==> src/rtl/ysyx_23060072_mem_arbiter.sv <==
// Single-outstanding arbiter sharing one data-memory port between the IFU and the LSU.
// LSU has fixed priority; a starvation guard and a response timeout keep the IFU moving.
module ysyx_23060072_mem_arbiter #(
    parameter int STARVE_LIMIT = 4,
    parameter int TIMEOUT      = 255
) (
    input  logic        clk,
    input  logic        rst_n,
    input  logic        ifu_req_i,
    input  logic [31:0] ifu_addr_i,
    output logic        ifu_hold_o,
    output logic        ifu_rvalid_o,
    output logic [31:0] ifu_rdata_o,
    input  logic        lsu_req_i,
    input  logic        lsu_we_i,
    input  logic [3:0]  lsu_wmask_i,
    input  logic [31:0] lsu_addr_i,
    input  logic [31:0] lsu_wdata_i,
    output logic        lsu_hold_o,
    output logic        lsu_rvalid_o,
    output logic [31:0] lsu_rdata_o,
    output logic        mem_req_o,
    output logic        mem_we_o,
    output logic [3:0]  mem_wmask_o,
    output logic [31:0] mem_addr_o,
    output logic [31:0] mem_wdata_o,
    input  logic        mem_gnt_i,
    input  logic        mem_rvalid_i,
    input  logic [31:0] mem_rdata_i,
    output logic        err_o
);
    localparam int SW = $clog2(STARVE_LIMIT + 1);
    localparam int TW = $clog2(TIMEOUT + 1);

    // state | meaning
    // IDLE  | no transaction; pick a winner and latch its fields
    // REQ   | mem_req_o high, waiting for mem_gnt_i
    // WAIT  | granted, waiting for mem_rvalid_i (read data or write ack)
    typedef enum logic [1:0] {IDLE, REQ, WAIT} state_t;
    typedef enum logic [1:0] {OWN_NONE, OWN_IFU, OWN_LSU} owner_t;

    state_t        state_q, state_d;
    owner_t        owner_q, owner_d;
    logic [SW-1:0] starve_q, starve_d;
    logic [TW-1:0] tmr_q, tmr_d;
    logic          we_q, we_d;
    logic [3:0]    wmask_q, wmask_d;
    logic [31:0]   addr_q, addr_d;
    logic [31:0]   wdata_q, wdata_d;
    logic          busy, done, timeout, ifu_win, ifu_own, lsu_own;

    assign busy    = (state_q != IDLE);
    assign done    = (state_q == WAIT) && mem_rvalid_i;
    // Down-counter loaded on leaving IDLE; terminal count aborts the transaction.
    assign timeout = busy && (tmr_q == '0);
    assign ifu_own = (owner_q == OWN_IFU);
    assign lsu_own = (owner_q == OWN_LSU);
    assign ifu_win = ifu_req_i && (!lsu_req_i || (starve_q == SW'(STARVE_LIMIT)));

    always_comb begin
        state_d  = state_q;
        owner_d  = owner_q;
        starve_d = starve_q;
        tmr_d    = tmr_q;
        we_d     = we_q;
        wmask_d  = wmask_q;
        addr_d   = addr_q;
        wdata_d  = wdata_q;
        case (state_q)
            IDLE: begin
                tmr_d = '0;
                if (ifu_req_i || lsu_req_i) begin
                    state_d = REQ;
                    tmr_d   = TW'(TIMEOUT);
                    if (ifu_win) begin
                        owner_d  = OWN_IFU;
                        starve_d = '0;
                        we_d     = 1'b0;
                        wmask_d  = '0;
                        addr_d   = ifu_addr_i;
                        wdata_d  = '0;
                    end else begin
                        owner_d = OWN_LSU;
                        // The IFU wins at the limit, so this can never overflow it.
                        if (ifu_req_i)
                            starve_d = starve_q + SW'(1);
                        we_d    = lsu_we_i;
                        wmask_d = lsu_wmask_i;
                        addr_d  = lsu_addr_i;
                        wdata_d = lsu_wdata_i;
                    end
                end
            end
            REQ, WAIT: begin
                tmr_d = tmr_q - TW'(1);
                if (done || timeout) begin
                    state_d = IDLE;
                    owner_d = OWN_NONE;
                    tmr_d   = '0;
                end else if (state_q == REQ && mem_gnt_i) begin
                    state_d = WAIT;
                end
            end
            default: begin
                state_d = IDLE;
                owner_d = OWN_NONE;
            end
        endcase
    end

    always_ff @(posedge clk) begin
        if (!rst_n) begin
            state_q  <= IDLE;
            owner_q  <= OWN_NONE;
            starve_q <= '0;
            tmr_q    <= '0;
            we_q     <= 1'b0;
            wmask_q  <= '0;
            addr_q   <= '0;
            wdata_q  <= '0;
        end else begin
            state_q  <= state_d;
            owner_q  <= owner_d;
            starve_q <= starve_d;
            tmr_q    <= tmr_d;
            we_q     <= we_d;
            wmask_q  <= wmask_d;
            addr_q   <= addr_d;
            wdata_q  <= wdata_d;
        end
    end

    assign mem_req_o   = (state_q == REQ);
    assign mem_we_o    = we_q;
    assign mem_wmask_o = wmask_q;
    assign mem_addr_o  = addr_q;
    assign mem_wdata_o = wdata_q;

    // Real data beats a coincident timeout; an abort returns zero data.
    assign ifu_rvalid_o = (done || timeout) && ifu_own;
    assign lsu_rvalid_o = (done || timeout) && lsu_own;
    assign ifu_rdata_o  = (done && ifu_own) ? mem_rdata_i : '0;
    assign lsu_rdata_o  = (done && lsu_own) ? mem_rdata_i : '0;
    assign err_o        = timeout && !done;

    assign ifu_hold_o = ifu_req_i && !ifu_rvalid_o;
    assign lsu_hold_o = lsu_req_i && !lsu_rvalid_o;
endmodule

==> config.mk <==
export PLATFORM = sky130hd
export DESIGN_NAME = ysyx_23060072_mem_arbiter
export DESIGN_NICKNAME = d
export VERILOG_FILES = /design/src/rtl/ysyx_23060072_mem_arbiter.sv
export SDC_FILE = /design/constraint.sdc
export NUM_CORES = 1
export LEC_CHECK = 0
export ABC_AREA = 1
export CAP_MARGIN = 20
export CORE_MARGIN = 2
export CORE_UTILIZATION = 39
export CTS_CLUSTER_DIAMETER = 200
export DETAILED_ROUTE_END_ITERATION = 12
export GPL_TIMING_DRIVEN = 0
export PLACE_DENSITY = 0.91
export SYNTH_ARGS = -nofsm -noshare
export SYNTH_HDL_FRONTEND = slang
export SYNTH_SLANG_ARGS = --single-unit
==> constraint.sdc <==
create_clock -name clk -period 2.6 [get_ports clk]
set_input_delay 0.52 -clock clk [delete_from_list [all_inputs] [get_ports clk]]
set_output_delay 0.52 -clock clk [all_outputs]
set_load 0.05 [all_outputs]
* Word-level counts from Yosys, hierarchy flattened
Cells that the tools add are included.
Operators by class: reduce and logical (&&, ||, !) cells 28, multiplexer cells 19, eq/ne operators 8, $add $sub $neg 2
Operators with widths (number):
- $mux 32 | 4
- $mux 8 | 2
- $pmux 8 s2 | 1
- $mux 2 | 6
- $logic_and 1x1->1 | 11
- $logic_not 8->1 | 1
- $pmux 2 s2 | 2
- $sub 8x1->8 const B | 1
- $mux 3 | 2
- $reduce_and 2->1 | 3
- $reduce_bool 2->1 | 3
- $eq 2x1->1 const B | 2
- $eq 2x2->1 const B | 2
- $logic_not 1->1 | 4
- $mux 4 | 1
- $ne 2x2->1 const B | 2
- $add 3x1->3 const B | 1
- $eq 3x3->1 const B | 1
- $logic_or 1x1->1 | 3
- $ne 3x3->1 const B | 1
- $reduce_and 3->1 | 1
- $logic_not 2->1 | 1
- $reduce_or 2->1 | 1
- $mux 1 | 1
Word-level totals: output and inout bits 139, flip-flop bits (word level) 84, bits of input ports 139

* Longest topological paths before layout
word-level depth 6, mapped depth 11

* Least setup slack after synthesis
OpenSTA, ideal clock, no wires.
path type register to output, start register state_q[0], end output port lsu_hold_o, required time 2080 ps, arrival time 2773 ps, setup slack -693 ps, path buffers 0, cell stages (with the launch flop) 11, cell sequence dfxtp_1 inv_1 ha_1 inv_1 nand2_1 nor2_1 nand2_1 nand2_1 inv_1 nor3_1 nor2_1
On the way: word-level cells in the longest chain between the ends 6, elaborated cells between the ends (all ways) 8, those cells by class eq/ne (1); reduce/logical (7)
Ends and longest elaborated chain:
- start: declaration | RTL line 42 | state_t state_q, state_d;
- start signal: assignment | RTL line 122 | state_q <= state_d;
- $eq 2x2->1 or $reduce_bool 2->1 (tied branches) | RTL line 53, 52
- $logic_and 1x1->1 (on tied branches) | RTL line 53, 55
- $logic_or 1x1->1 (*) | RTL line 141 | assign lsu_rvalid_o = (done || timeout) && lsu_own;
- $logic_and 1x1->1 (*) | RTL line 141
- via lsu_rvalid_o | RTL line 20 | output logic lsu_rvalid_o,
- $logic_not 1->1 (*) | RTL line 147 | assign lsu_hold_o = lsu_req_i && !lsu_rvalid_o;
- $logic_and 1x1->1 (*) | RTL line 147
- end: declaration | RTL line 19 | output logic lsu_hold_o,
The timed path passes the listed nets; every way through them passes the cells marked *.

* Worst setup path in the final report
start input port mem_rvalid_i, end output port ifu_rdata_o[14]
On the way: word-level cells in the longest chain between the ends 3
Ends and longest elaborated chain:
- start: declaration | RTL line 28 | input logic mem_rvalid_i,
- $logic_and 1x1->1 | RTL line 53 | assign done = (state_q == WAIT) && mem_rvalid_i;
- $logic_and 1x1->1 | RTL line 142 | assign ifu_rdata_o = (done && ifu_own) ? mem_rdata_i : '0;
- $mux 32 | RTL line 142
- end: declaration | RTL line 13 | output logic [31:0] ifu_rdata_o,
No other way between the ends.

==> results.toml <==
[floorplan]
die_x_um = 107
initial_utilization_pct = 40.3
die_area_sq_um = 11500
core.rowCount = 37
io-pin-count = 278
core_area_sq_um = 10300
die_y_um = 107

[sta]
slew_headroom_pct = 62.9
post-route-period-util_pct = 96.8
rsz0062_at_grt = "true"
worst_pin_slew_ns = 0.554
max_freq_mhz = 397
fin_crit_ns = 2.52
final_max_slew_viol_count = 0
fin_worst_skew_ns = 0.0146
hold_viol_final = 0
finalSetupViolCount = 0

[worst_setup_path]
crit_arrival_ns = 2.00
cp_max_fo = 10
r2r_cells = 10
worstPathRequired_ns = 2.08
critPathLaunchType = "primary input"
rrSetupSlack_ns = 0.78
critPathKind = "in2out"
rr_endpoint = "mem_addr_o[15]$_SDFFE_PN0P_"
r2r-start = "state_q[1]$_SDFFE_PN0P_"
crit_path_end_kind = "primary output"

[synth]
synth.distinct_cells = 25
synth-seq-cells = 84
avgSynthCellArea_sq_um = 6.68
synth_cells = 623
syn-num-nets = 771
synth_area_sq_um = 4160
yosys_warnings = 0
ys_seq_area_share_pct = 40.4

[flow_run]
cap_violations = 0

[routing]
vias = 5054
via_per_inst = 4.79
wl_per_cell_um = 15.0
initialDrtViolationCount = 277
firstDrtPassIters = 5
wl_um = 15800
drc = 0
detail-route-antenna-nets = 0

[clock_tree]
cts-root-buf = "clkbuf_8"
clock_latency_ns = 0.36
numCtsBuffers = 9
cts_max_path_buffers = 2
cts_tree = "built"
clock-sinks = 84
h-tree-depth = 3
cts.clk_slew.worst_paths_ns = 0.08

[final_layout]
mostFrequentLayoutCell = "clkdlybuf4s50_1"
utilization_pct = 69.5
drive_gt1_share_pct = 15.3
syn_to_final_growth_pct = 72.4
final_nets = 1062
fin_cells = 1055
final_area_sq_um = 7170
diodes = 0
most-common-layout-cells = "207 x clkdlybuf4s50_1, 161 x nand2_1, 86 x inv_1, 82 x dfxtp_1, 80 x nor2_1"

[power]
ir_worst_vdd_uv = 398
p_leak_nw = 3.40
power_per_cell_area_nw_per_um2 = 723
design_power_total_mw = 5.18

[place]
place_hpwl_um = 12600
placed_cells = 1035
place_congestion = 0.875
portBuffers = 276
placed_cell_area_sq_um = 7100

[min_path]
hold_path.class = "reg2reg"
hp-start = "mem_wdata_o[15]$_SDFFE_PN0P_"
whs_endpoint = "mem_wdata_o[15]$_SDFFE_PN0P_"
hold_depth = 2

[outcome]
status = "complete, no violations"

[global_route]
gr-usage-met1_pct = 27.9
grt_pass1_wl_um = 23700
grt_use_total_pct = 26.1
first_global_vias = 4712
grtUsageMet3_pct = 5.51
use_met2_pct = 48.7
top_usage_layer = "met2"
antenna_found_initial = 0
grt_overflow = 0
grt_start_max_net_pins = 17
-- state kept, by name, summed over array words and instances (netlist names) --
signal,cells
mem_addr_o,32
mem_wdata_o,32
mem_we_o,1
mem_wmask_o,4
owner_q,2
starve_q,3
state_q,2
tmr_q,8
-- worst max-delay path, cell delays in order --
cell	delay [ns]
clkdlybuf4s50_1	0.49
nand2_1	0.14
inv_2	0.12
nand3_2	0.12
clkbuf_4	0.22
nor2_1	0.15
buf_4	0.22
-- repair_timing --
action / 4_1_cts / 5_1_grt
setup buffers: 0 / 4
pin swaps: 0 / 1
setup endpoints to repair: 69 / 69
resized for setup: 382 / 28
hold buffers: 0 / 0
-- layout make-up --
cell class,count,area (sq um)
sequential,84,1690
multi-input combinational,410,1980
clock inverter,7,57.6
clock buffer,9,124
fill,886,3150
buffer,36,204
inverter,93,349
tap,136,170
timing repair buffer,280,2600
-- metrics by stage --
step | setup WS [ns] | hold slack [ns] | setup TNS [ns]
after floorplan | -0.129 | 0.464 | -0.258
after global placement | -0.667 | 0.451 | -38.77
after detailed placement | -0.672 | 0.454 | -39.10
after CTS | 0.000571 | 0.467 | 0
after global routing | -0.0172 | 0.481 | -0.0261
final | 0.0830 | 0.467 | 0
-- per-layer routing --
metal,up-vias,share of wire (%)
li1,2531,-
met1,2304,38
met2,176,52
met3,43,6.3
met4,0,3.8
met5,-,0
-- power breakdown --
group	internal, mW	switching [mW]
logic	0.957	1.65
registers	1.55	0.148
clock network	0.360	0.514
-- synth_stat cells --
| cell | count | area (sq um) |
|---|---|---|
| nand4_1 | 2 | 12.5 |
| nand2_4 | 1 | 11.3 |
| inv_2 | 4 | 15.0 |
| a21oi_1 | 55 | 275 |
| xor2_1 | 4 | 35.0 |
| nor3_1 | 3 | 15.0 |
| o211ai_1 | 32 | 240 |
| or2_2 | 2 | 12.5 |
| a21oi_2 | 1 | 8.76 |
| buf_6 | 3 | 33.8 |
| nor2_4 | 1 | 11.3 |
| nand2_1 | 163 | 612 |
| ha_1 | 9 | 113 |
| clkbuf_1 | 14 | 52.6 |
| clkinv_1 | 1 | 3.75 |
| o21a_1 | 1 | 7.51 |
| dfxtp_1 | 84 | 1680 |
| nor2_2 | 2 | 12.5 |
| buf_2 | 15 | 75.1 |
| o21ai_0 | 4 | 20.0 |
| nand3_1 | 47 | 235 |
| nand3b_1 | 1 | 7.51 |
| buf_4 | 4 | 30.0 |
| nor2_1 | 82 | 308 |
| inv_1 | 88 | 330 |
-- worst max-delay path by stage --
stage	start	endpoint	slack, ns	depth (start not counted)
floorplan	state_q[0]$_SDFFE_PN0P_	ifu_hold_o	-0.13	10
global placement	mem_rvalid_i	ifu_rdata_o[30]	-0.67	7
detailed placement	mem_rvalid_i	ifu_rdata_o[14]	-0.67	7
CTS	mem_rvalid_i	ifu_rdata_o[29]	0.0006	7
global route	mem_rvalid_i	lsu_rdata_o[26]	-0.02	7
finish	mem_rvalid_i	ifu_rdata_o[14]	0.08	7
-- cells by family after synthesis --
kind of cell    Yosys count  synth area share, %
simple gates            304                 29.8
xor+xnor                  4                0.842
flops                    84                 40.4
fa+ha+maj                 9                 2.71
buf+inv                 129                 13.0
compound gates           93                 13.3
Note: power is estimated with default switching activity, not from simulation.
